===== src/rtl/decode_scoreboard_pkg.sv =====
// Shared decode-stage definitions: branch-wait FSM encoding and default scoreboard sizing.
package decode_scoreboard_pkg;

  localparam int unsigned SB_NUM_REGS = 8;
  localparam int unsigned SB_REG_ID_W = 3;
  localparam int unsigned SB_CNT_W    = 2;
  localparam int unsigned SB_PERF_W   = 16;

  typedef enum logic [0:0] {
    IDLE    = 1'b0,
    BR_WAIT = 1'b1
  } sb_state_e;

endpackage


===== src/rtl/decode_scoreboard_if.sv =====
// Decode/retire handshake bundle between the pipeline and the decode scoreboard.
interface decode_scoreboard_if
  import decode_scoreboard_pkg::*;
#(
  parameter int unsigned NUM_REGS = SB_NUM_REGS,
  parameter int unsigned REG_ID_W = SB_REG_ID_W,
  parameter int unsigned PERF_W   = SB_PERF_W
) ();

  logic                de_v;
  logic [REG_ID_W-1:0] de_sr1;
  logic [REG_ID_W-1:0] de_sr2;
  logic [REG_ID_W-1:0] de_dr;
  logic                de_sr1_needed;
  logic                de_sr2_needed;
  logic                de_ld_reg;
  logic                de_ld_cc;
  logic                de_br_op;
  logic                de_br_stall;
  logic                ld_agex;
  logic                sr_v_ld_reg;
  logic [REG_ID_W-1:0] sr_drid;
  logic                sr_v_ld_cc;
  logic                br_resolved;

  logic                dep_stall;
  logic                v_de_br_stall;
  logic                agex_v;
  logic                issue;
  logic [NUM_REGS-1:0] reg_pending;
  logic                cc_pending;
  logic [PERF_W-1:0]   stall_cycles;
  logic                sb_err;

  modport master (
    output de_v, de_sr1, de_sr2, de_dr, de_sr1_needed, de_sr2_needed,
           de_ld_reg, de_ld_cc, de_br_op, de_br_stall, ld_agex,
           sr_v_ld_reg, sr_drid, sr_v_ld_cc, br_resolved,
    input  dep_stall, v_de_br_stall, agex_v, issue, reg_pending,
           cc_pending, stall_cycles, sb_err
  );

  modport slave (
    input  de_v, de_sr1, de_sr2, de_dr, de_sr1_needed, de_sr2_needed,
           de_ld_reg, de_ld_cc, de_br_op, de_br_stall, ld_agex,
           sr_v_ld_reg, sr_drid, sr_v_ld_cc, br_resolved,
    output dep_stall, v_de_br_stall, agex_v, issue, reg_pending,
           cc_pending, stall_cycles, sb_err
  );

endinterface


===== src/rtl/decode_scoreboard_sb_counter.sv =====
// In-flight writer counter: saturating increment, clamped decrement with underflow flag,
// and hold when an issue and a retire land on it in the same cycle.
module sb_counter #(
  parameter int unsigned CNT_W = 2
) (
  input  logic             clk,
  input  logic             reset,
  input  logic             inc,
  input  logic             dec,
  output logic [CNT_W-1:0] cnt,
  output logic             nz,
  output logic             uflow_c
);

  localparam logic [CNT_W-1:0] CNT_MAX = '1;

  logic [CNT_W-1:0] cnt_nxt;

  always_comb begin
    cnt_nxt = cnt;
    uflow_c = 1'b0;
    if (inc && !dec) begin
      if (cnt != CNT_MAX) cnt_nxt = cnt + CNT_W'(1);
    end else if (dec && !inc) begin
      if (cnt == '0) uflow_c = 1'b1;
      else           cnt_nxt = cnt - CNT_W'(1);
    end
  end

  // nz is registered from the next value so it always mirrors cnt != 0
  always_ff @(posedge clk) begin
    if (reset) begin
      cnt <= '0;
      nz  <= 1'b0;
    end else begin
      cnt <= cnt_nxt;
      nz  <= (cnt_nxt != '0);
    end
  end

endmodule


===== src/rtl/decode_scoreboard.sv =====
// Decode-stage scoreboard: tracks in-flight register/CC writers, raises data-hazard
// stalls, holds fetch across unresolved branches and counts stalled decode cycles.
module decode_scoreboard
  import decode_scoreboard_pkg::*;
#(
  parameter int unsigned NUM_REGS      = SB_NUM_REGS,
  parameter int unsigned REG_ID_W      = SB_REG_ID_W,
  parameter int unsigned CNT_W         = SB_CNT_W,
  parameter bit          BYPASS_RETIRE = 1'b1,
  parameter int unsigned PERF_W        = SB_PERF_W
) (
  input logic                clk,
  input logic                reset,
  decode_scoreboard_if.slave sb
);

  localparam logic [CNT_W-1:0]  CNT_MAX  = '1;
  localparam logic [PERF_W-1:0] PERF_MAX = '1;

  sb_state_e           state, state_nxt;
  logic [CNT_W-1:0]    pend [NUM_REGS];
  logic [CNT_W-1:0]    pend_cc;
  logic [NUM_REGS-1:0] reg_inc, reg_dec, reg_uflow;
  logic                cc_uflow;
  logic                hz_sr1, hz_sr2, hz_cc, full_dr, full_cc;
  logic                idle, dep_stall_c, agex_v_c, issue_c, br_stall_c;
  logic [PERF_W-1:0]   stall_q;
  logic                err_q;

  // A writer retiring this cycle as the last one in flight no longer blocks readers
  function automatic logic hazard(input logic [CNT_W-1:0] cnt, input logic retire);
    return (cnt != '0) && !(BYPASS_RETIRE && retire && (cnt == CNT_W'(1)));
  endfunction

  for (genvar r = 0; r < NUM_REGS; r++) begin : g_reg
    assign reg_inc[r] = issue_c & sb.de_ld_reg & (sb.de_dr == REG_ID_W'(r));
    assign reg_dec[r] = sb.sr_v_ld_reg & (sb.sr_drid == REG_ID_W'(r));

    sb_counter #(.CNT_W(CNT_W)) u_pend (
      .clk     (clk),
      .reset   (reset),
      .inc     (reg_inc[r]),
      .dec     (reg_dec[r]),
      .cnt     (pend[r]),
      .nz      (sb.reg_pending[r]),
      .uflow_c (reg_uflow[r])
    );
  end

  sb_counter #(.CNT_W(CNT_W)) u_pend_cc (
    .clk     (clk),
    .reset   (reset),
    .inc     (issue_c & sb.de_ld_cc),
    .dec     (sb.sr_v_ld_cc),
    .cnt     (pend_cc),
    .nz      (sb.cc_pending),
    .uflow_c (cc_uflow)
  );

  assign hz_sr1  = hazard(pend[sb.de_sr1], sb.sr_v_ld_reg && (sb.sr_drid == sb.de_sr1));
  assign hz_sr2  = hazard(pend[sb.de_sr2], sb.sr_v_ld_reg && (sb.sr_drid == sb.de_sr2));
  assign hz_cc   = hazard(pend_cc, sb.sr_v_ld_cc);
  assign full_dr = (pend[sb.de_dr] == CNT_MAX);
  assign full_cc = (pend_cc == CNT_MAX);

  always_ff @(posedge clk) begin
    if (reset) begin
      state   <= IDLE;
      stall_q <= '0;
      err_q   <= 1'b0;
    end else begin
      state <= state_nxt;
      if (sb.de_v && !issue_c && (stall_q != PERF_MAX)) stall_q <= stall_q + PERF_W'(1);
      if ((|reg_uflow) || cc_uflow) err_q <= 1'b1;
    end
  end

  always_comb begin
    state_nxt   = state;
    idle        = (state == IDLE);
    dep_stall_c = sb.de_v & ((sb.de_sr1_needed & hz_sr1) | (sb.de_sr2_needed & hz_sr2) |
                             (sb.de_br_op & hz_cc) | (sb.de_ld_reg & full_dr) |
                             (sb.de_ld_cc & full_cc));
    agex_v_c    = sb.de_v & ~dep_stall_c & idle;
    issue_c     = agex_v_c & sb.ld_agex;
    br_stall_c  = (sb.de_v & sb.de_br_stall) | ~idle;
    case (state)
      IDLE:    if (issue_c && sb.de_br_stall) state_nxt = BR_WAIT;
      BR_WAIT: if (sb.br_resolved) state_nxt = IDLE;
      default: state_nxt = IDLE;
    endcase
  end

  assign sb.dep_stall     = dep_stall_c;
  assign sb.agex_v        = agex_v_c;
  assign sb.issue         = issue_c;
  assign sb.v_de_br_stall = br_stall_c;
  assign sb.stall_cycles  = stall_q;
  assign sb.sb_err        = err_q;

endmodule


===== src/flat_wrapper.sv =====
// flat-port wrapper written by rule: the top's interface ports become plain ports
module decode_scoreboard_flat import decode_scoreboard_pkg::*;
#(
  parameter int unsigned NUM_REGS      = SB_NUM_REGS,
  parameter int unsigned REG_ID_W      = SB_REG_ID_W,
  parameter int unsigned CNT_W         = SB_CNT_W,
  parameter bit          BYPASS_RETIRE = 1'b1,
  parameter int unsigned PERF_W        = SB_PERF_W
)
  (clk, reset, sb_de_v, sb_de_sr1, sb_de_sr2, sb_de_dr, sb_de_sr1_needed, sb_de_sr2_needed, sb_de_ld_reg, sb_de_ld_cc, sb_de_br_op, sb_de_br_stall, sb_ld_agex, sb_sr_v_ld_reg, sb_sr_drid, sb_sr_v_ld_cc, sb_br_resolved, sb_dep_stall, sb_v_de_br_stall, sb_agex_v, sb_issue, sb_reg_pending, sb_cc_pending, sb_stall_cycles, sb_sb_err);
  decode_scoreboard_if #(.NUM_REGS(NUM_REGS), .REG_ID_W(REG_ID_W), .PERF_W(PERF_W)) sb_i ();
  input logic clk;
  input logic reset;
  input wire logic [$bits(sb_i.de_v)-1:0] sb_de_v;
  input wire logic [$bits(sb_i.de_sr1)-1:0] sb_de_sr1;
  input wire logic [$bits(sb_i.de_sr2)-1:0] sb_de_sr2;
  input wire logic [$bits(sb_i.de_dr)-1:0] sb_de_dr;
  input wire logic [$bits(sb_i.de_sr1_needed)-1:0] sb_de_sr1_needed;
  input wire logic [$bits(sb_i.de_sr2_needed)-1:0] sb_de_sr2_needed;
  input wire logic [$bits(sb_i.de_ld_reg)-1:0] sb_de_ld_reg;
  input wire logic [$bits(sb_i.de_ld_cc)-1:0] sb_de_ld_cc;
  input wire logic [$bits(sb_i.de_br_op)-1:0] sb_de_br_op;
  input wire logic [$bits(sb_i.de_br_stall)-1:0] sb_de_br_stall;
  input wire logic [$bits(sb_i.ld_agex)-1:0] sb_ld_agex;
  input wire logic [$bits(sb_i.sr_v_ld_reg)-1:0] sb_sr_v_ld_reg;
  input wire logic [$bits(sb_i.sr_drid)-1:0] sb_sr_drid;
  input wire logic [$bits(sb_i.sr_v_ld_cc)-1:0] sb_sr_v_ld_cc;
  input wire logic [$bits(sb_i.br_resolved)-1:0] sb_br_resolved;
  output wire logic [$bits(sb_i.dep_stall)-1:0] sb_dep_stall;
  output wire logic [$bits(sb_i.v_de_br_stall)-1:0] sb_v_de_br_stall;
  output wire logic [$bits(sb_i.agex_v)-1:0] sb_agex_v;
  output wire logic [$bits(sb_i.issue)-1:0] sb_issue;
  output wire logic [$bits(sb_i.reg_pending)-1:0] sb_reg_pending;
  output wire logic [$bits(sb_i.cc_pending)-1:0] sb_cc_pending;
  output wire logic [$bits(sb_i.stall_cycles)-1:0] sb_stall_cycles;
  output wire logic [$bits(sb_i.sb_err)-1:0] sb_sb_err;
  assign sb_i.de_v = sb_de_v;
  assign sb_i.de_sr1 = sb_de_sr1;
  assign sb_i.de_sr2 = sb_de_sr2;
  assign sb_i.de_dr = sb_de_dr;
  assign sb_i.de_sr1_needed = sb_de_sr1_needed;
  assign sb_i.de_sr2_needed = sb_de_sr2_needed;
  assign sb_i.de_ld_reg = sb_de_ld_reg;
  assign sb_i.de_ld_cc = sb_de_ld_cc;
  assign sb_i.de_br_op = sb_de_br_op;
  assign sb_i.de_br_stall = sb_de_br_stall;
  assign sb_i.ld_agex = sb_ld_agex;
  assign sb_i.sr_v_ld_reg = sb_sr_v_ld_reg;
  assign sb_i.sr_drid = sb_sr_drid;
  assign sb_i.sr_v_ld_cc = sb_sr_v_ld_cc;
  assign sb_i.br_resolved = sb_br_resolved;
  assign sb_dep_stall = sb_i.dep_stall;
  assign sb_v_de_br_stall = sb_i.v_de_br_stall;
  assign sb_agex_v = sb_i.agex_v;
  assign sb_issue = sb_i.issue;
  assign sb_reg_pending = sb_i.reg_pending;
  assign sb_cc_pending = sb_i.cc_pending;
  assign sb_stall_cycles = sb_i.stall_cycles;
  assign sb_sb_err = sb_i.sb_err;
  decode_scoreboard #(.NUM_REGS(NUM_REGS), .REG_ID_W(REG_ID_W), .CNT_W(CNT_W), .BYPASS_RETIRE(BYPASS_RETIRE), .PERF_W(PERF_W)) u_core (.clk(clk), .reset(reset), .sb(sb_i));
endmodule

===== config.mk =====
export PLATFORM = sky130hd
export DESIGN_NAME = decode_scoreboard_flat
export DESIGN_NICKNAME = d
export VERILOG_FILES = /design/src/rtl/decode_scoreboard_pkg.sv /design/src/rtl/decode_scoreboard_if.sv /design/src/rtl/decode_scoreboard_sb_counter.sv /design/src/rtl/decode_scoreboard.sv /design/src/flat_wrapper.sv
export SDC_FILE = /design/constraint.sdc
export NUM_CORES = 1
export LEC_CHECK = 0
export CAP_MARGIN = 10
export CORE_ASPECT_RATIO = 0.5
export CORE_MARGIN = 4
export CORE_UTILIZATION = 30
export CTS_BUF_LIST = sky130_fd_sc_hd__clkbuf_16
export CTS_CLUSTER_DIAMETER = 80
export CTS_CLUSTER_SIZE = 16
export DETAILED_ROUTE_END_ITERATION = 10
export PLACE_DENSITY = 0.59
export SYNTH_ARGS = -nofsm -noshare
export SYNTH_HDL_FRONTEND = slang
export SYNTH_SLANG_ARGS = --single-unit

===== constraint.sdc =====
create_clock -name clk -period 3.65 [get_ports clk]
set_input_delay 0.73 -clock clk [delete_from_list [all_inputs] [get_ports clk]]
set_output_delay 0.73 -clock clk [all_outputs]
set_load 0.01 [all_outputs]

### Word-level counts from Yosys, hierarchy flattened

Cells that the tools add are included.

* output and inout port bits: 30
* flip-flop bits (word level): 45
* bits of input ports: 25

* muxes and demuxes: 75
* reductions and logical operators: 76
* $lt $le $gt $ge: 3
* bitwise operators: 38
* equal/unequal tests: 31
* $add $sub $neg: 19

Operators with widths (number)
* 2-bit two-way mux: 42
* 1-bit logical AND: 29
* 1-bit two-way mux: 29
* 1-bit AND: 28
* 3-bit equality test (second input constant): 8
* 2-bit nonzero test: 12
* 1-bit logical NOT: 22
* 2-bit by 1-bit adder with 2-bit output (second input constant): 9
* 2-bit binary-select mux with 3-bit select: 3
* 2-bit logical NOT: 9
* 2-bit != test (second input constant): 9
* 2-bit by 1-bit subtractor with 2-bit output (second input constant): 9
* 16-bit by 1-bit adder with 16-bit output (second input constant): 1
* 16-bit != test (second input constant): 1
* 3-bit by 2-bit equality test with 1-bit output (second input constant): 4
* 4-bit >= comparator (second input constant): 3
* 3-bit inverter with 4-bit output: 3
* 8-bit OR reduction: 1
* 2-bit by 1-bit equality test with 1-bit output (second input constant): 3
* 3-bit by 1-bit equality test with 1-bit output (second input constant): 2
* 3-bit equality test: 2
* 3-bit logical NOT: 2
* 1-bit bitwise OR: 5
* 2-bit equality test (second input constant): 2
* 3 further kinds: 4

### Depth between registers and ports, before layout

* word-level depth: 26
* mapped depth: 11

### Modules after synthesis

A second synthesis with hierarchy kept.

* cells, all modules: 383
* area total of the unflattened synthesis: 3154.3 um2

By module, submodules not included
* decode_scoreboard: times used 1, seq. area each 360.3 um2, area each 1679.1 um2, cells each 212
* sb_counter: times used 9, seq. area each 60.1 um2, area each 163.9 um2, cells each 19

### Least setup slack after synthesis

Ideal clock, no wire load.

* path type: input-to-output
* from: input sb_de_sr2[1]
* to: output sb_agex_v
* stages: 8
* slack: 0.367 ns
* arrival: 2.553 ns
* cell sequence: buf_6 mux4_1 a22oi_2 nor4b_4 nand4_1 buf_6 buf_6 nor3b_1

* word-level cells in the longest chain between the ends: 17
* elaborated cells on any way between the ends: 20
* classes of those cells: eq/ne (2); mux (3); bitwise (10); reduce/logical (5)

RTL lines
* start: declaration: RTL line flat_wrapper.sv:16 `input wire logic [$bits(sb_i.de_sr2)-1:0] sb_de_sr2;`
* 3-bit inverter with 4-bit output (implied by the code): RTL line decode_scoreboard.sv:61 `assign hz_sr2 = hazard(pend[sb.de_sr2], sb.sr_v_ld_reg && (sb.sr_drid == sb.de_sr2));`
* 2-bit binary-select mux with 3-bit select: RTL line decode_scoreboard.sv:61
* 2-bit two-way mux (implied by the code) (2 in a row): RTL line decode_scoreboard.sv:61
* 2-bit by 1-bit equality test with 1-bit output: RTL line decode_scoreboard.sv:32 `return (cnt != '0) && !(BYPASS_RETIRE && retire && (cnt == CNT_W'(1)));`
* 1-bit logical AND: RTL line decode_scoreboard.sv:32
* 1-bit logical NOT: RTL line decode_scoreboard.sv:32
* 1-bit logical AND (*): RTL line decode_scoreboard.sv:32
* 1-bit AND (*): RTL line decode_scoreboard.sv:81 `dep_stall_c = sb.de_v & ((sb.de_sr1_needed & hz_sr1) | (sb.de_sr2_needed & hz_sr2) |`
* 1-bit bitwise OR (*) (2 in a row): RTL line decode_scoreboard.sv:81
* 1-bit bitwise OR (*) (2 in a row): RTL line decode_scoreboard.sv:82 `(sb.de_br_op & hz_cc) | (sb.de_ld_reg & full_dr) |`
* 1-bit AND (*): RTL line decode_scoreboard.sv:81
* 1-bit inverter (*): RTL line decode_scoreboard.sv:84 `agex_v_c = sb.de_v & ~dep_stall_c & idle;`
* 1-bit AND (*) (2 in a row): RTL line decode_scoreboard.sv:84
* end: declaration: RTL line flat_wrapper.sv:31 `output wire logic [$bits(sb_i.agex_v)-1:0] sb_agex_v;`

Every way passes the cells marked *; elsewhere a longest branch is shown, timed or not. The select of a mux whose other input is x is not followed.

### Final worst setup path

* from: input sb_de_sr2[1]
* to: output sb_dep_stall

* word-level cells in the longest chain between the ends: 14
* elaborated cells on any way between the ends: 17
* classes of those cells: eq/ne (2); mux (3); bitwise (7); reduce/logical (5)

RTL lines
* 3-bit inverter with 4-bit output (implied by the code): RTL line decode_scoreboard.sv:61
* 2-bit binary-select mux with 3-bit select: RTL line decode_scoreboard.sv:61
* 2-bit two-way mux (implied by the code) (2 in a row): RTL line decode_scoreboard.sv:61
* 2-bit by 1-bit equality test with 1-bit output: RTL line decode_scoreboard.sv:32
* 1-bit logical AND: RTL line decode_scoreboard.sv:32
* 1-bit logical NOT: RTL line decode_scoreboard.sv:32
* 1-bit logical AND (*): RTL line decode_scoreboard.sv:32
* 1-bit AND (*): RTL line decode_scoreboard.sv:81
* 1-bit bitwise OR (*) (2 in a row): RTL line decode_scoreboard.sv:81
* 1-bit bitwise OR (*) (2 in a row): RTL line decode_scoreboard.sv:82
* 1-bit AND (*): RTL line decode_scoreboard.sv:81
* end: declaration: RTL line flat_wrapper.sv:29 `output wire logic [$bits(sb_i.dep_stall)-1:0] sb_dep_stall;`

Marked as above.

==> key figures <==
Worst setup path
  • Required arrival time at the worst endpoint: around 3 ns
  • Worst-case register-to-register setup slack: around 0.71 ns
  • Largest incremental delay on the critical path: about 0.58 ns
  • Most prevalent standard cell on the critical path: dlygate4sd2_1
  • Worst setup SP type: input pin
  • Highest net fanout along the worst path: 4
  • Startpoint of the most critical register-to-register path: u_core.g_reg[6].u_pend.cnt[1]
  • Category of the worst setup path capture point: output pin
  • Cell type of the slowest stage on the worst timing path: mux4_1
  • Launch point of the worst path: sb_de_sr2[1]
  • CP Class: input pin to output pin
  • Arrival time of data at the critical path endpoint: approximately 2.8 ns
  • Crit path cell chain: dlygate4sd2_1 > mux4_1 > a22oi_2 > nor4b_4 > nand4_1 > buf_4 > and2_1 > dlygate4sd2_1

Flow run
  • Max-cap violation count: 0

Power and ir drop
  • Internal power of the cells: 908 µW
  • Switching Power: between 300 and 400 µW
  • Clock network fraction of total power: ~43%
  • Worst voltage drop across the vdd grid: about 0.16 mV
  • Share of total power consumed by net switching: between 20 and 30%
  • Pleak: roughly 0.0014 µW
  • Post-layout power: between 1000 and 1500 µW
  • Areal power density over the cells: roughly 300 nW/µm²
  • Flop pwr share: around two fifths
  • Part of the power in combinational logic: between 10% and 20%

Clocking
  • Clock tree sinks: between 40 and 50
  • Post-CTS Hold Buffers: 0
  • CTS max path bufs: 2
  • H-tree lvl count: 2
  • Clock transition at the register clock pins on the worst setup and hold paths after CTS: 0.07 ns
  • Clock tree from TritonCTS: yes
  • TritonCTS Buffers: 5
  • Setup repair bufs after CTS: 0
  • Insertion delay to the later sink of the worst-skew pair: about 0.29 ns
  • CTS root buffer: clkbuf_16

Placement
  • Final weighted congestion in routability-driven placement: around 0.88
  • Port bufs: between 50 and 60
  • Placed Cells incl. Taps: between 500 and 600
  • Detailed placer's ending HPWL: 6.56 mm
  • Post-place instance area: 3920 µm²

STA
  • Final Critical Period: about 3.5 ns
  • Max Clock Freq: about 0.29 GHz
  • Share of the clock period used by the worst path: 95.9%
  • RSZ-0062 raised after global routing: false
  • Final hold violations: 0
  • Relative slew slack: between 60% and 70%
  • Final-layout setup total negative slack: 0 ns
  • Setup violators final: 0
  • Worst-margin pin slew: ~0.6 ns
  • Clock Skews: 0.00429 ns
  • Final Slew Violations: 0

Global route
  • Global-route wire length before repair: between 10 and 15 mm
  • Vias in the first global route: approximately 2,800
  • Maximum number of pins on one net before global-route repair: slightly above 40
  • Residual overflow from global routing: 0
  • Tot GR Track Use: 15.4%
  • Number of antenna violations at the first check in global routing: 0

Cells and area
  • Share of the core filled with cells in the final layout: between 40% and 50%
  • Layout area overhead: 33.7%
  • Count of antenna diodes in the layout: 0
  • Final instance area: 4080 µm²
  • Share of layout cells above drive strength 1: around 18%
  • Final #Nets: between 400 and 500
  • Non-Filler Instances: between 500 and 600

Floorplanning
  • Area of the placeable core: slightly below 10,000 µm²
  • I/O pin cnt: 55
  • Die Height: between 70 and 80 µm
  • Total number of placement rows: 25
  • Die X: 151 µm
  • Overall die area: between 10,000 and 15,000 µm²
  • Starting utilization of the core area: approximately a third

Run status
  • Status: finished, final reports clean

Detailed routing
  • DR iter-0 viols: 174
  • Detailed-route wire length per cell: roughly 16 µm
  • Count of antenna-violating nets left after detailed routing: 0
  • Count of vias placed by the detailed router: roughly 3,000
  • Wire length reported by the detailed router: a little under 9 mm
  • DRC viols: 0
  • Detail-routed via count per cell: around 5.3
  • 1st-pass router iterations: 4

Logic synthesis
  • Number of distinct standard cells referenced by the synthesized netlist: 63
  • Sequential-to-total area share from yosys stat: 29.5%
  • Share of synthesized flip-flops with an asynchronous set or reset: 0%
  • Area share of the largest cell type after synthesis: 29.5%
  • Post-Syn Area: 3050 µm²
  • Post-Synthesis Mean Instance Area: roughly 8.7 µm²
  • Synthesis Warnings: 0
  • Library cell with the largest summed area after synthesis: dfxtp_1
  • Prevailing post-synth register cell: dfxtp_1
  • Number of synthesized register bits: 45
  • Leading cell types by total area after synthesis: dfxtp_1, a21oi_1, o31ai_1
  • Mapped Nets: around 380
  • Mapped Cells: 352
  • Number of enable flip-flop cells after synthesis: 0

Hold path
  • Hold path startpoint: u_core.u_pend_cc.cnt[1]
  • Type of the most critical hold path: register to register
critical path: cells and delay by family:
family,cells,cell delay [ns]
AOI/OAI and AO/OA,1,0.19
buffers and inverters,3,0.74
muxes,1,0.58
and+or+nand+nor,3,0.54
path summary, 6_finish.rpt:
kind,end,depth (start not counted)
max,sb_dep_stall,8
min reg2reg,u_core.u_pend_cc.cnt[1],2
min,u_core.u_pend_cc.cnt[1],2
max reg2reg,u_core.u_pend_cc.cnt[0],9
layer usage:
layer,share of wire (%),vias up,global-route usage [%]
met1,51,1403,22.9
met5,0,-,0
met2,43,67,23.0
met3,5.4,4,2.96
li1,-,1502,-
met4,0.59,0,2.80
kinds of logic (layout without fill, tap and decap cells):
kind of cell / Yosys count / count (layout) / share of synthesized area [%]
adder cells (fa/ha/maj): 1 / 1 / 0.410
multiplexers: 10 / 10 / 6.52
AND/OR/NAND/NOR: 133 / 133 / 28.0
buffers and inverters: 38 / 117 / 7.30
XOR/XNOR: 8 / 8 / 2.30
flip-flops: 45 / 45 / 29.5
AO/OA/AOI/OAI: 117 / 117 / 26.0
registers in the layout, summed over array words and instances (netlist names):
name                    flops
u_core.g.u_pend.cnt        16
u_core.u_pend_cc.nz         1
u_core.sb.sb_err            1
u_core.state                1
u_core.u_pend_cc.cnt        2
u_core.sb.stall_cycles     16
u_core.g.u_pend.nz          8
placed cells by master, fill, tap and decap left out, drive strengths merged, types with 7 or more instances in the layout:
| cell type | netlist | routed |
|---|---|---|
| o31ai | 19 | 19 |
| buf | 20 | 44 |
| dfxtp | 45 | 45 |
| o21ai | 27 | 27 |
| inv | 11 | 12 |
| or4 | 9 | 9 |
| mux4 | 7 | 7 |
| nand2 | 20 | 20 |
| clkdlybuf4s50 | 0 | 49 |
| a21oi | 36 | 36 |
| nor2 | 20 | 20 |
| nand3b | 8 | 8 |
| nand3 | 15 | 15 |
| nor4 | 9 | 9 |
| or3 | 7 | 7 |
| nor3 | 7 | 7 |
through the flow:
stage / hold WS (ns) / setup WS [ns]
final: 0.469 / 0.148
after global routing: 0.493 / 0.00146
after CTS: 0.473 / 0.101
after detailed placement: 0.463 / -0.448
after global placement: 0.457 / -0.440
after floorplan: 0.446 / 0.367
power groups by stage:
| stage | sequential [µW] | combinational, µW | clock [µW] |
|---|---|---|---|
| finish | 504 | 189 | 525 |
| global route | 506 | 207 | 551 |
| CTS | 505 | 191 | 540 |
| detailed placement | 516 | 192 | 0 |
| global placement | 516 | 192 | 0 |
| floorplan | 515 | 104 | 0 |
repair_timing:
action / CTS / global route
cloned: 0 / 0
pin swaps: 0 / 0
gates resized for setup: 6 / 4
setup endpoints to repair: 3 / 2
cell type report:
cell class                      count  area (µm²)
Multi-Input combinational cell    269        1930
Tap cell                          135         169
Sequential cell                    45         901
Clock inverter                      3        37.5
Fill cell                         965        5580
Clock buffer                        5         125
Timing Repair Buffer               98         875
Inverter                           11        41.3
cells in the mapped netlist, types with 3 or more instances:
cell	instances
xor2_1	3
nand3b_1	8
mux4_2	4
nand2_1	20
xnor2_1	5
a21oi_1	36
o21ai_0	16
o31ai_1	15
buf_2	4
nand3_1	15
or4_1	9
a211oi_1	4
o21a_1	5
inv_1	11
nor3_1	6
nor3b_1	4
o31ai_2	3
a31oi_1	4
or3_1	7
nand4_1	6
o31a_1	3
clkbuf_1	7
o21ai_1	11
dfxtp_1	45
buf_4	10
nor2_1	20
mux2i_1	3
nor4_1	3
or2_2	4
nor2b_1	5
nand2b_1	5
nor4_4	4
mux4_1	3
and4_1	3
buf_6	5
o311a_1	3
(Power assumes the default switching activity.)
